File: src/rtl/uart_pkg.sv
// Shared definitions for the UART subsystem: data width, TX FIFO depth and
// the sticky status flag bundle.
package uart_pkg;

    localparam int UART_DATA_W       = 8;
    localparam int UART_TXFIFO_DEPTH = 16;

    typedef logic [UART_DATA_W-1:0] uart_byte_t;

    typedef struct packed {
        logic ovf;
        logic unf;
        logic tx_empty_int;
    } uart_txf_flags_t;

endpackage

File: src/rtl/uart_fifo_mem.sv
// DEPTH x DATA_W register array with one synchronous write port and one
// asynchronous read port.
module uart_fifo_mem
    import uart_pkg::*;
#(
    parameter int DATA_W = UART_DATA_W,
    parameter int DEPTH  = UART_TXFIFO_DEPTH,
    parameter int ADDR_W = $clog2(DEPTH)
) (
    input  logic              clk_uart,
    input  logic              we,
    input  logic [ADDR_W-1:0] waddr,
    input  logic [DATA_W-1:0] wdata,
    input  logic [ADDR_W-1:0] raddr,
    output logic [DATA_W-1:0] rdata
);

    logic [DATA_W-1:0] mem_q [DEPTH];

    // NOTE: storage is deliberately left unreset; validity is tracked by the
    // pointers, and a reset here would turn the array into far costlier flops.
    always_ff @(posedge clk_uart) begin
        if (we) begin
            mem_q[waddr] <= wdata;
        end
    end

    assign rdata = mem_q[raddr];

endmodule

File: src/rtl/uart_tx_fifo.sv
// First-word-fall-through byte FIFO between the CPU SBUF write path and the
// UART transmitter, with sticky overflow/underflow/drained flags.
module uart_tx_fifo
    import uart_pkg::*;
#(
    parameter int DATA_W = UART_DATA_W,
    parameter int DEPTH  = UART_TXFIFO_DEPTH,
    parameter int ADDR_W = $clog2(DEPTH)
) (
    input  logic              clk_uart,
    input  logic              rst,
    input  logic              wr_en,
    input  logic [DATA_W-1:0] wr_data,
    output logic              fifo_full,
    input  logic              r_en,
    output logic [DATA_W-1:0] txd_from_fifo,
    output logic              fifo_empty,
    output logic [ADDR_W:0]   count,
    output logic              ovf,
    output logic              unf,
    output logic              tx_empty_int,
    input  logic              flag_clr
);

    localparam logic [ADDR_W:0] ONE = (ADDR_W + 1)'(1);

    logic [ADDR_W:0]   wr_ptr_q, wr_ptr_d;
    logic [ADDR_W:0]   rd_ptr_q, rd_ptr_d;
    logic [ADDR_W:0]   count_q, count_d;
    logic              full_q, full_d;
    logic              empty_q, empty_d;
    uart_txf_flags_t   flags_q, flags_d, flags_set;
    logic              push_ok, pop_ok;
    logic [DATA_W-1:0] head_data;

    uart_fifo_mem #(
        .DATA_W (DATA_W),
        .DEPTH  (DEPTH),
        .ADDR_W (ADDR_W)
    ) u_mem (
        .clk_uart (clk_uart),
        .we       (push_ok),
        .waddr    (wr_ptr_q[ADDR_W-1:0]),
        .wdata    (wr_data),
        .raddr    (rd_ptr_q[ADDR_W-1:0]),
        .rdata    (head_data)
    );

    always_comb begin
        // NOTE: every signal gets a default before any condition, so no path
        // through this block can leave one unassigned and infer a latch.
        wr_ptr_d = wr_ptr_q;
        rd_ptr_d = rd_ptr_q;
        count_d  = count_q;

        // A full FIFO still takes a push when the same cycle pops a byte.
        push_ok = wr_en && (!full_q || r_en);
        pop_ok  = r_en && !empty_q;

        if (push_ok) wr_ptr_d = wr_ptr_q + ONE;
        if (pop_ok)  rd_ptr_d = rd_ptr_q + ONE;

        if (push_ok && !pop_ok) begin
            count_d = count_q + ONE;
        end else if (pop_ok && !push_ok) begin
            count_d = count_q - ONE;
        end

        empty_d = (wr_ptr_d == rd_ptr_d);
        full_d  = (wr_ptr_d[ADDR_W-1:0] == rd_ptr_d[ADDR_W-1:0]) &&
                  (wr_ptr_d[ADDR_W] != rd_ptr_d[ADDR_W]);

        flags_set.ovf          = wr_en && full_q && !r_en;
        flags_set.unf          = r_en && empty_q;
        flags_set.tx_empty_int = pop_ok && !push_ok && (count_q == ONE);

        // A set event in the same cycle as flag_clr wins.
        flags_d = flags_set | (flags_q & {3{~flag_clr}});
    end

    // NOTE: state registers use non-blocking assignments so every flop samples
    // pre-edge values, independent of statement order or process scheduling.
    always_ff @(posedge clk_uart or posedge rst) begin
        if (rst) begin
            wr_ptr_q <= '0;
            rd_ptr_q <= '0;
            count_q  <= '0;
            full_q   <= 1'b0;
            empty_q  <= 1'b1;
            flags_q  <= '0;
        end else begin
            wr_ptr_q <= wr_ptr_d;
            rd_ptr_q <= rd_ptr_d;
            count_q  <= count_d;
            full_q   <= full_d;
            empty_q  <= empty_d;
            flags_q  <= flags_d;
        end
    end

    assign txd_from_fifo = empty_q ? '0 : head_data;
    assign fifo_full     = full_q;
    assign fifo_empty    = empty_q;
    assign count         = count_q;
    assign ovf           = flags_q.ovf;
    assign unf           = flags_q.unf;
    assign tx_empty_int  = flags_q.tx_empty_int;

endmodule

File: config.mk
export PLATFORM = sky130hd
export DESIGN_NAME = uart_tx_fifo
export DESIGN_NICKNAME = d
export VERILOG_FILES = /design/src/rtl/uart_pkg.sv /design/src/rtl/uart_fifo_mem.sv /design/src/rtl/uart_tx_fifo.sv
export SDC_FILE = /design/constraint.sdc
export NUM_CORES = 1
export LEC_CHECK = 0
export ABC_AREA = 1
export CORE_ASPECT_RATIO = 1.1
export CORE_MARGIN = 2
export CORE_UTILIZATION = 39
export CTS_CLUSTER_DIAMETER = 40
export DETAILED_ROUTE_END_ITERATION = 7
export DONT_BUFFER_PORTS = 1
export SYNTH_ARGS = -nofsm -noshare
export SYNTH_HDL_FRONTEND = slang
export SYNTH_HIERARCHICAL = 1
export SYNTH_SLANG_ARGS = --single-unit
File: constraint.sdc
create_clock -name clk_uart -period 4.4 [get_ports clk_uart]
set_clock_uncertainty 0.1 [all_clocks]
set_input_delay 0.66 -clock clk_uart [delete_from_list [all_inputs] [get_ports clk_uart]]
set_output_delay 0.66 -clock clk_uart [all_outputs]
set_load 0.02 [all_outputs]
Word-level counts from Yosys, hierarchy flattened. Memories as Yosys holds them, arrays and structs flattened. Cells that the tools add are included.

Add/sub/neg operators: 4. Mux-type cells: 7. $mul: 0. Reductions and logical operators: 16. Bitwise logic cells: 3. Eq/ne operators: 4. Magnitude comparators: 0. Shift-type cells: 0. Divide/modulo/power cells: 0.

Operators by type and width (count): $mux 5 (4); $add 5x1->5 const B (3); $logic_and 1x1->1 (9); $mux 8 (1); $eq 5x1->1 const B (1); $eq 5x5->1 (1); $logic_not 1->1 (5); $sub 5x1->5 const B (1); $eq 4x4->1 (1); $and 3x3->3 (1); $or 3x3->3 (1); $mux 1 (2); $reduce_bool 2->1 (1); $logic_or 1x1->1 (1); $ne 1x1->1 (1); $not 1->1 (1).

Word-level logic and storage cells: 43. Memory bits (read-only): 0. Memories: 1. Flip-flop bits (word level): 20. Bits in latches: 0. Input port bits: 13. Output and inout port bits: 18. Bits in writable memories: 128.

Memories: u_mem.mem_q (depth 16, width 8, rd ports 1, clocked after Yosys merged registers in 0, write ports 1, RTL line uart_fifo_mem.sv:18) `logic [DATA_W-1:0] mem_q [DEPTH];`.

Longest topological paths before layout. Gate-level depths: netlist of run 1.

Depth after elaboration: 7. Gate-level depth with buffers: 12. Gate-level depth less buffers: 11.

By module. Netlist of run 1, hierarchy kept.

By module, submodules not included: uart_fifo_mem (area an instance 5606.6 um2, sequential area each 3843.7 um2, instances 1, cells an instance 543); uart_tx_fifo (area an instance 1238.7 um2, sequential area each 501.7 um2, instances 1, cells an instance 171).

Least setup slack after synthesis of run 1. Ideal clock, no wire load.

Path kind: input to register. Start point: input r_en. End point: register count_q[3], in the netlist count[3]. Required time: 4.182 ns. Path buffers: 0. Stages: 10. Setup time: 0.118 ns. Setup slack: 2.195 ns. Data arrival time: 1.987 ns. Cells stage by stage: inv_2 -> nand2_4 -> nand2_4 -> inv_2 -> ha_1 -> or2_2 -> o22ai_1 -> o21ai_0 -> xor2_1 -> inv_1.

Word-level cells in the longest chain between the ends: 5. Elaborated cells between the ends (all ways): 9. Classes of those cells: mux (1); reduce/logical (8).

Ends and longest elaborated chain: start: declaration (RTL line uart_tx_fifo.sv:15) `input logic r_en,`; $logic_or 1x1->1 * (RTL line uart_tx_fifo.sv:57) `push_ok = wr_en && (!full_q || r_en);`; $logic_and 1x1->1 * (RTL line uart_tx_fifo.sv:57); named net push_ok (RTL line uart_tx_fifo.sv:33) `logic push_ok, pop_ok;`; $logic_not 1->1 (RTL line uart_tx_fifo.sv:65) `end else if (pop_ok && !push_ok) begin`; $logic_and 1x1->1 (RTL line uart_tx_fifo.sv:65); $reduce_bool 2->1 (no source line); end signal: assignment (RTL line uart_tx_fifo.sv:94) `count_q <= count_d;`; end: declaration (RTL line uart_tx_fifo.sv:29) `logic [ADDR_W:0] count_q, count_d;`.

The timed path passes the listed nets; every way through them passes the cells marked *. A chain may end at the register's enable or synchronous reset.

Final worst setup path of run 1.
Start point: register rd_ptr_q[0]. End point: output txd_from_fifo[4].

Word-level cells in the longest chain between the ends: 2.

Ends and longest elaborated chain: start: declaration (RTL line uart_tx_fifo.sv:28) `logic [ADDR_W:0] rd_ptr_q, rd_ptr_d;`; start signal: assignment (RTL line uart_tx_fifo.sv:93) `rd_ptr_q <= rd_ptr_d;`; $mem_v2 16x8; named net head_data[4] (RTL line uart_tx_fifo.sv:34) `logic [DATA_W-1:0] head_data;`; $mux 8 (RTL line uart_tx_fifo.sv:101) `assign txd_from_fifo = empty_q ? '0 : head_data;`; end: declaration (RTL line uart_tx_fifo.sv:16) `output logic [DATA_W-1:0] txd_from_fifo,`.

The timed path passes the listed nets, and every way through them passes these cells.

==> results of run 1 <==
worst max-delay path by stage:
| stage | start | end | depth (start not counted) |
|---|---|---|---|
| 2_1_floorplan | r_en | count[3]$_DFFE_PP0P_ | 10 |
| 3_3_place_gp | rd_ptr_q[0]$_DFF_PP0_ | txd_from_fifo[4] | 9 |
| 3_5_place_dp | rd_ptr_q[0]$_DFF_PP0_ | txd_from_fifo[4] | 9 |
| 4_1_cts | rd_ptr_q[0]$_DFF_PP0_ | txd_from_fifo[4] | 9 |
| 5_1_grt | rd_ptr_q[0]$_DFF_PP0_ | txd_from_fifo[4] | 9 |
| 6_report | rd_ptr_q[0]$_DFF_PP0_ | txd_from_fifo[4] | 9 |
state kept, by name, summed over array words and instances (netlist names):
register / flops
fifo_full: 1
count: 5
wr_ptr_q: 5
rd_ptr_q: 5
tx_empty_int: 1
u_mem/mem_q: 128
fifo_empty: 1
ovf: 1
unf: 1
cells by family (layout without fill, tap and decap cells):
logic type	count (synthesis)	after routing
AND/OR/NAND/NOR	381	381
buffers and inverters	163	175
flip-flops	148	148
AO/OA/AOI/OAI	10	10
adder cells (fa/ha/maj)	7	7
XOR/XNOR	5	5
stage by stage:
| step | util (%) | cell area (sq um) |
|---|---|---|
| finish | 44.4 | 7580 |
| floorplan | - | 6850 |
| global placement | 41.0 | 7000 |
| detailed placement | 41.0 | 7000 |
| global route | 44.4 | 7580 |
| CTS | 44.4 | 7580 |
power breakdown:
group	internal, W	switching (W)	total [W]
clock	0.000803	0.000623	0.00143
combinational	0.000474	0.00119	0.00166
sequential	0.00170	0.000183	0.00189
total	0.00298	0.00200	0.00498
area by class of cell:
type,instances,area [sq um]
tap,234,293
multi-input combinational,403,1800
fill,1655,9490
clock inverter,15,160
timing repair buffer,5,37.5
sequential,148,4350
inverter,138,518
clock buffer,17,425
layer usage:
metal | vias to the layer above | part of all wire, % | GRT usage [%]
li1 | 2279 | - | -
met1 | 2215 | 44 | 23.2
met2 | 163 | 46 | 28.5
met3 | 31 | 7.1 | 4.42
met4 | 0 | 2.8 | 8.04
met5 | - | 0 | 0
layout by cell type, fill, tap and decap left out, types with 2 or more instances in the layout:
cell / netlist / layout
sky130_fd_sc_hd__clkbuf_16: 0 / 17
sky130_fd_sc_hd__inv_2: 5 / 5
sky130_fd_sc_hd__buf_4: 4 / 5
sky130_fd_sc_hd__nand3b_1: 3 / 3
sky130_fd_sc_hd__dfrtp_1: 19 / 18
sky130_fd_sc_hd__nor2_1: 33 / 33
sky130_fd_sc_hd__clkinvlp_4: 0 / 2
sky130_fd_sc_hd__nand4_1: 3 / 3
sky130_fd_sc_hd__ha_1: 7 / 7
sky130_fd_sc_hd__inv_8: 0 / 4
sky130_fd_sc_hd__nand2_1: 222 / 222
sky130_fd_sc_hd__xor2_1: 4 / 4
sky130_fd_sc_hd__edfxtp_1: 128 / 128
sky130_fd_sc_hd__nand3_1: 115 / 115
sky130_fd_sc_hd__clkinv_4: 0 / 3
sky130_fd_sc_hd__o21ai_0: 6 / 6
sky130_fd_sc_hd__nand2_4: 2 / 2
sky130_fd_sc_hd__o22ai_1: 3 / 3
sky130_fd_sc_hd__inv_1: 133 / 133
sky130_fd_sc_hd__inv_6: 0 / 5
worst reg2reg max path, cell delays in order, from the launching register on:
cell and delay, ns:
sky130_fd_sc_hd__dfstp_2 0.79, sky130_fd_sc_hd__inv_2 0.13, sky130_fd_sc_hd__nand2_1 0.14, sky130_fd_sc_hd__ha_1 0.30, sky130_fd_sc_hd__or2_2 0.31, sky130_fd_sc_hd__o22ai_1 0.10
sky130_fd_sc_hd__o21ai_0 0.13, sky130_fd_sc_hd__xor2_1 0.15, sky130_fd_sc_hd__inv_1 0.05
==> impl_summary.txt, run 1 <==
----------------------------------------------------
[Final layout]
  Final standard cell count with taps included and fillers excluded ... 960
  Diodes inserted ... 0
  Share of cells above drive strength 1 ... around 6.6%
  Net count, final ... ~730
  Layout-stage area growth over the synthesis result ... 10.8%

[Drt]
  DR DRC count ... 0
  Count of TritonRoute iterations in the first routing pass ... 5
  Total number of vias ... between 4000 and 5000
  Wire length after detailed routing ... between 15000 and 20000 um
  Vias/cell ... between 4 and 5
  Detailed Route Iter0 Violations ... 434
  Post-route ant nets ... 0
  Detail-routed net length per standard cell ... between 15 and 20 um

[Power and ir drop]
  Power after layout ... about 0.005 W
  Worst VDD drop ... 0.387 mV
  Total leakage power ... roughly 3.4 nW
  Areal power density over the cells ... around 660 nW/um^2

[Setup path]
  Delay of the slowest cell on the worst path ... 0.70 ns
  Worst R2R Start ... fifo_empty$_DFF_PP1_
  Top Family by Delay on Critical Path ... simple AND/OR/NAND/NOR gates
  Most used cell, CP ... sky130_fd_sc_hd__nand2_1
  Highest-delay cell along the critical path ... sky130_fd_sc_hd__inv_2
  End of the worst register-to-register path ... count[3]$_DFFE_PP0P_
  Worst Reg-to-Reg Cells ... 8
  CP Class ... flop to primary output
  Crit path required time ... 3.64 ns
  Worst Path Buf+Inv ... 2
  Arrival time at the worst endpoint ... around 2.5 ns
  Critical path fanouts, max ... 53
  Cell-by-cell trace of the critical path ... inv_2 -> nand2_1 -> nand2_1 -> nand2_1 -> nand3_1 -> nand3_1 -> nand2_1 -> inv_1 -> nor2_1
  Setup slack of the worst register-to-register path ... around 2.1 ns
  Crit path capture type ... primary output
  Startpoint type of the worst setup path ... flop

[Logic synthesis]
  Sequential share of the synthesized area ... roughly 63%
  Flip-flop and latch count after synthesis ... 148
  Synthesized-area fraction occupied by adder cells ... ~1.3%
  Multiplexer area fraction after synthesis ... 0%
  Area contributors post-synth ... sky130_fd_sc_hd__edfxtp_1, sky130_fd_sc_hd__nand2_1, sky130_fd_sc_hd__nand3_1
  Syn_nets ... between 700 and 800
  Most frequent cells after synthesis ... sky130_fd_sc_hd__nand2_1, sky130_fd_sc_hd__inv_1, sky130_fd_sc_hd__edfxtp_1
  Synthesized-area fraction occupied by xor and xnor cells ... less than 1%
  Yosys warnings ... 6
  Main synth FF type ... sky130_fd_sc_hd__edfxtp_1
  Dominant cell type by area after synthesis ... sky130_fd_sc_hd__edfxtp_1
  Post-synth EDFFs ... approximately 130
  Avg Synthesized Cell Area ... 9.59 sq um
  Share of synthesized registers carrying an async set or reset ... about 14%
  Syn Inst Count ... between 700 and 800
  Largest family of logic cells by synthesized area ... simple AND/OR/NAND/NOR gates
  Area of the mapped netlist ... 6850 sq um
  Distinct cell type count after synthesis ... 24
  Most common cell in the netlist ... sky130_fd_sc_hd__nand2_1
  Area fraction in and, or, nand and nor cells after synthesis ... a little under a quarter
  Compound-gate portion of the synthesized area ... less than 1%
  Portion of synthesized cell area occupied by the leading cell type ... 56.2%

[Clock tree]
  Clk slew on worst S/H paths ... approximately 0.060 ns
  Number of hold buffers added after cts ... 0
  CTS resizes ... 0
  Maximum root-to-sink buffer count ... 2
  Clock tree from TritonCTS ... yes
  Clock latency at the later pin of the worst-skew pair ... between 0.4 and 0.5 ns
  Root Driver ... sky130_fd_sc_hd__clkbuf_16
  Number of clock sinks ... 148
  CTS buffer count ... 17
  H-tree level count ... 4
  Setup repair bufs after CTS ... 0

[Timing]
  Final hold slack ... between 0.15 and 0.2 ns
  Fin worst setup slack ... about 1.1 ns
  Worst slew pin tran ... about 1.0 ns
  Setup repair after global routing missed its margin ... no
  Count of final setup violators ... 0
  Crit share post-route ... between 70% and 80%
  Final hold violations ... 0
  Peak Freq ... between 0.3 and 0.4 GHz
  Worst rel slew slack ... roughly 33%
  Post-route setup TNS ... 0 ns
  Final Max Tran Viols ... 0
  Crit path time final ... roughly 3.3 ns

[Outcome]
  Outcome ... finished clean

[Place]
  Number of port buffers ... 0
  Final estimated routing congestion in global placement ... ~0.8
  Cell count after placement ... between 900 and 1000
  Setup slack at placement ... between 1.5 and 2 ns
  Total half-perimeter wirelength after legalization and detailed placement ... 9810 um

[Floorplanning]
  Placement row count ... 50
  Placeable core region ... about 17000 sq um
  Number of top-level pins ... 31
  Die X-Extent ... between 100 and 150 um
  Initial standard-cell utilization of the core ... around two fifths
  Floorplan die height ... approximately 140 um
  DIE AREA ... around 19000 sq um

[Global route]
  Combined global-route utilization of all metal layers ... 17.9%
  Largest net degree at the start of global routing ... about 70
  Total congestion overflow after global routing ... 0
  Global-route wire length before repair ... about 25000 um
  Number of antenna violations at the first check in global routing ... 0
  Vias in the first global route ... between 4000 and 5000

[Flow run]
  Number of maximum-capacitance violations ... 0

[Hold path]
  Path type of the worst min-delay path ... input port to asynchronous set/reset pin

----------------------------------------------------
Note: power is estimated with default switching activity, not from simulation.
==> run 2: changes to the inputs <==
==> constraint.sdc (replaced) <==
create_clock -name clk_uart -period 3 [get_ports clk_uart]
set_clock_uncertainty 0.1 [all_clocks]
set_input_delay 0.45 -clock clk_uart [delete_from_list [all_inputs] [get_ports clk_uart]]
set_output_delay 0.45 -clock clk_uart [all_outputs]
set_load 0.02 [all_outputs]
==> run 2 against run 1 <==
Compared with the run above:
- flip-flop and latch count unchanged
- register-to-register slack got worse by 1.4 ns
- setup slack lost 0.80 ns
- final area increased by 2.1%
- largest cell class unchanged
- non-clock buffer count up 17
- sequential share of layout area is 1.2 points lower
- highest routed layer unchanged
- critical path depth is 1 higher
- cell count is 1.7% higher
- sequential power rose by 44%
- via count up 0.85%
- routed wire length down 1.1%
- critical endpoint is now txd_from_fifo[1]
- total power grew 47%
==> impl_summary.txt, run 2 (synthesized netlist as in run 1, its figures left out) <==
----------------------------------------------------
[Setup path]
  Crit. Startpoint ... rd_ptr_q[0]$_DFF_PP0_ (unchanged)
  Crit path required time ... 2.45 ns (was 3.64 ns)
  Crit path capture type ... primary output (unchanged)
  Setup slack of the worst register-to-register path ... 0.74 ns (was 2.11 ns)
  Startpoint type of the worst setup path ... flop (unchanged)
  Arrival time at the worst endpoint ... 2.13 ns (was 2.52 ns)
  Most used cell, CP ... sky130_fd_sc_hd__nand2_1 (unchanged)
  Cell-by-cell trace of the critical path ... inv_2 -> buf_4 -> nand2_1 -> nand2_1 -> nand2_1 -> nand3_1 -> nand3_1 -> nand2_1 -> inv_1 -> nor2_1 (was inv_2 -> nand2_1 -> nand2_1 -> nand2_1 -> nand3_1 -> nand3_1 -> nand2_1 -> inv_1 -> nor2_1)
  CP Class ... flop to primary output (unchanged)
  Delay of the slowest cell on the worst path ... 0.42 ns (was 0.70 ns)
  Worst R2R Start ... fifo_full$_DFF_PP0_ (was fifo_empty$_DFF_PP1_)
  Highest-delay cell along the critical path ... sky130_fd_sc_hd__dfrtp_2 (was sky130_fd_sc_hd__inv_2)
  Critical path fanouts, max ... 14 (was 53)

[Drt]
  Total number of vias ... 4728 (was 4688)
  DR DRC count ... 0 (unchanged)
  Detailed Route Iter0 Violations ... 413 (was 434)
  Wire length after detailed routing ... 15400 um (was 15600 um)
  Count of TritonRoute iterations in the first routing pass ... 5 (unchanged)
  Detail-routed net length per standard cell ... 15.8 um (was 16.2 um)
  Vias/cell ... 4.84 (was 4.88)
  Post-route ant nets ... 0 (unchanged)

[Final layout]
  Share of cells above drive strength 1 ... 7.41% (was 6.61%)
  Layout-stage area growth over the synthesis result ... 13.1% (was 10.8%)
  Number of flip-flops in the largest register ... 128 (unchanged)
  Final standard cell count with taps included and fillers excluded ... 976 (was 960)
  Net count, final ... 750 (was 733)
  Commonest cells after routing, fill and taps aside ... sky130_fd_sc_hd__nand2_1, sky130_fd_sc_hd__inv_1, sky130_fd_sc_hd__edfxtp_1 (unchanged)
  Layout filler cell count ... 1642 (was 1655)
  Diodes inserted ... 0 (unchanged)
  Most frequent standard cell in the layout excluding fill and tap cells ... sky130_fd_sc_hd__nand2_1 (unchanged)
  Largest reg by FF count ... u_mem/mem_q (unchanged)

[Clock tree]
  CTS buffer count ... 17 (unchanged)
  Clock latency at the later pin of the worst-skew pair ... 0.43 ns (about the same)
  Root Driver ... sky130_fd_sc_hd__clkbuf_16 (unchanged)
  Clk slew on worst S/H paths ... 0.06 ns (about the same)
  Clock tree from TritonCTS ... yes (unchanged)
  CTS resizes ... 0 (unchanged)
  H-tree level count ... 4 (unchanged)
  Maximum root-to-sink buffer count ... 2 (unchanged)
  Number of clock sinks ... 148 (unchanged)

[Hold path]
  Startpoint of the lowest-slack hold path ... wr_data[5]
  Path type of the worst min-delay path ... input port to flop (was input port to asynchronous set/reset pin)

[Global route]
  Global-route wire length before repair ... 24300 um (was 24500 um)
  Largest net degree at the start of global routing ... 68 (unchanged)
  Vias in the first global route ... 4608 (was 4593)
  Combined global-route utilization of all metal layers ... 17.6% (was 17.9%)
  Number of antenna violations at the first check in global routing ... 0 (unchanged)
  Total congestion overflow after global routing ... 0 (unchanged)

[Timing]
  Final Max Tran Viols ... 0 (unchanged)
  Final hold violations ... 0 (unchanged)
  Final hold slack ... 0.0190 ns (was 0.150 ns)
  Crit path time final ... about 2.7 ns
  Worst slew pin tran ... 0.976 ns (was 1.01 ns)
  Peak Freq ... 0.373 GHz
  Setup repair after global routing missed its margin ... no (unchanged)
  Post-route setup TNS ... 0 ns (unchanged)
  Count of final setup violators ... 0 (unchanged)
  Crit share post-route ... between 80% and 90%
  Worst rel slew slack ... 34.7% (was 32.6%)

[Power and ir drop]
  Total leakage power ... 3.46 nW (was 3.37 nW)
  Areal power density over the cells ... 948 nW/um^2 (was 656 nW/um^2)
  Power after layout ... 0.00734 W (was 0.00498 W)
  Worst VDD drop ... 0.428 mV (was 0.387 mV)

[Floorplanning]
  Placement row count ... 50 (unchanged)
  Number of top-level pins ... 31 (unchanged)
  Placeable core region ... 17100 sq um (unchanged)
  Initial standard-cell utilization of the core ... 40.1% (unchanged)
  Floorplan die height ... 143 um (unchanged)
  Die X-Extent ... 130 um (unchanged)
  DIE AREA ... 18600 sq um (unchanged)

[Place]
  Final estimated routing congestion in global placement ... 0.823 (was 0.821)
  Number of port buffers ... 0 (unchanged)
  Cell count after placement ... 939 (was 928)
  Total half-perimeter wirelength after legalization and detailed placement ... 9850 um (was 9810 um)

[Outcome]
  Outcome ... finished clean (unchanged)

[Flow run]
  Number of maximum-capacitance violations ... 0 (unchanged)

----------------------------------------------------
## run 2: cell count changes in the layout (fill, tap and decap cells not counted), moves of 3 or more
cell	previous run	this run
sky130_fd_sc_hd__buf_12	0	3
sky130_fd_sc_hd__buf_4	5	13
sky130_fd_sc_hd__clkinv_1	0	3
sky130_fd_sc_hd__clkinv_2	0	3
sky130_fd_sc_hd__dlygate4sd3_1	0	6
sky130_fd_sc_hd__inv_6	5	2
sky130_fd_sc_hd__inv_8	4	0
## run 2: final timing paths
check / to / cells past startpoint
min in group asynchronous: count[4]$_DFFE_PP0P_ / 2
max in group asynchronous: rd_ptr_q[0]$_DFF_PP0_ / 2
max reg2reg: u_mem/mem_q[2][1]$_DFFE_PP_ / 5
min reg2reg: wr_ptr_q[4]$_DFF_PP0_ / 2
min: u_mem/mem_q[6][5]$_DFFE_PP_ / 0
max: txd_from_fifo[1] / 10
## run 2: final cells by class
cell class                 count  area, sq um  share of cell area, %
tap                          234          293                   3.78
clock buffer                  17          425                   5.50
clock inverter                14          136                   1.76
sequential                   148         4350                   56.2
timing repair buffer          22          218                   2.81
multi-input combinational    403         1800                   23.3
inverter                     138          518                   6.69
## run 2: what timing repair did
action,4_1_cts,5_1_grt
setup buffers,0,0
hold endpoints to repair,19,18
hold buffers,1,5
setup endpoints to repair,0,0
## run 2: power by group
part	internal, W	total, W	switching, W
Combinational	0.000788	0.00258	0.00179
Sequential	0.00250	0.00273	0.000236
Clock	0.00121	0.00203	0.000819
Total	0.00450	0.00734	0.00284
## run 2: worst max-delay path: cells and delay by family (launching register included)
kind	cells	cell delay (ns)
flops	1	0.42
buf+inv	3	0.45
simple gates	7	0.82
## run 2: layer usage
layer	GRT usage (%)	up-vias	wire length (um)
li1	-	2302	-
met1	22.5	2231	6740
met2	28.3	157	7240
met3	4.01	38	992
met4	8.04	0	449
met5	0	-	0
## run 2: stage by stage
stage | utilization, % | cell area [sq um] | setup WS (ns)
floorplan | - | 6850 | 0.968
global placement | 41.7 | 7120 | 0.766
detailed placement | 41.7 | 7120 | 0.726
CTS | 45.0 | 7690 | 0.298
global route | 45.3 | 7740 | 0.118
finish | 45.3 | 7740 | 0.319
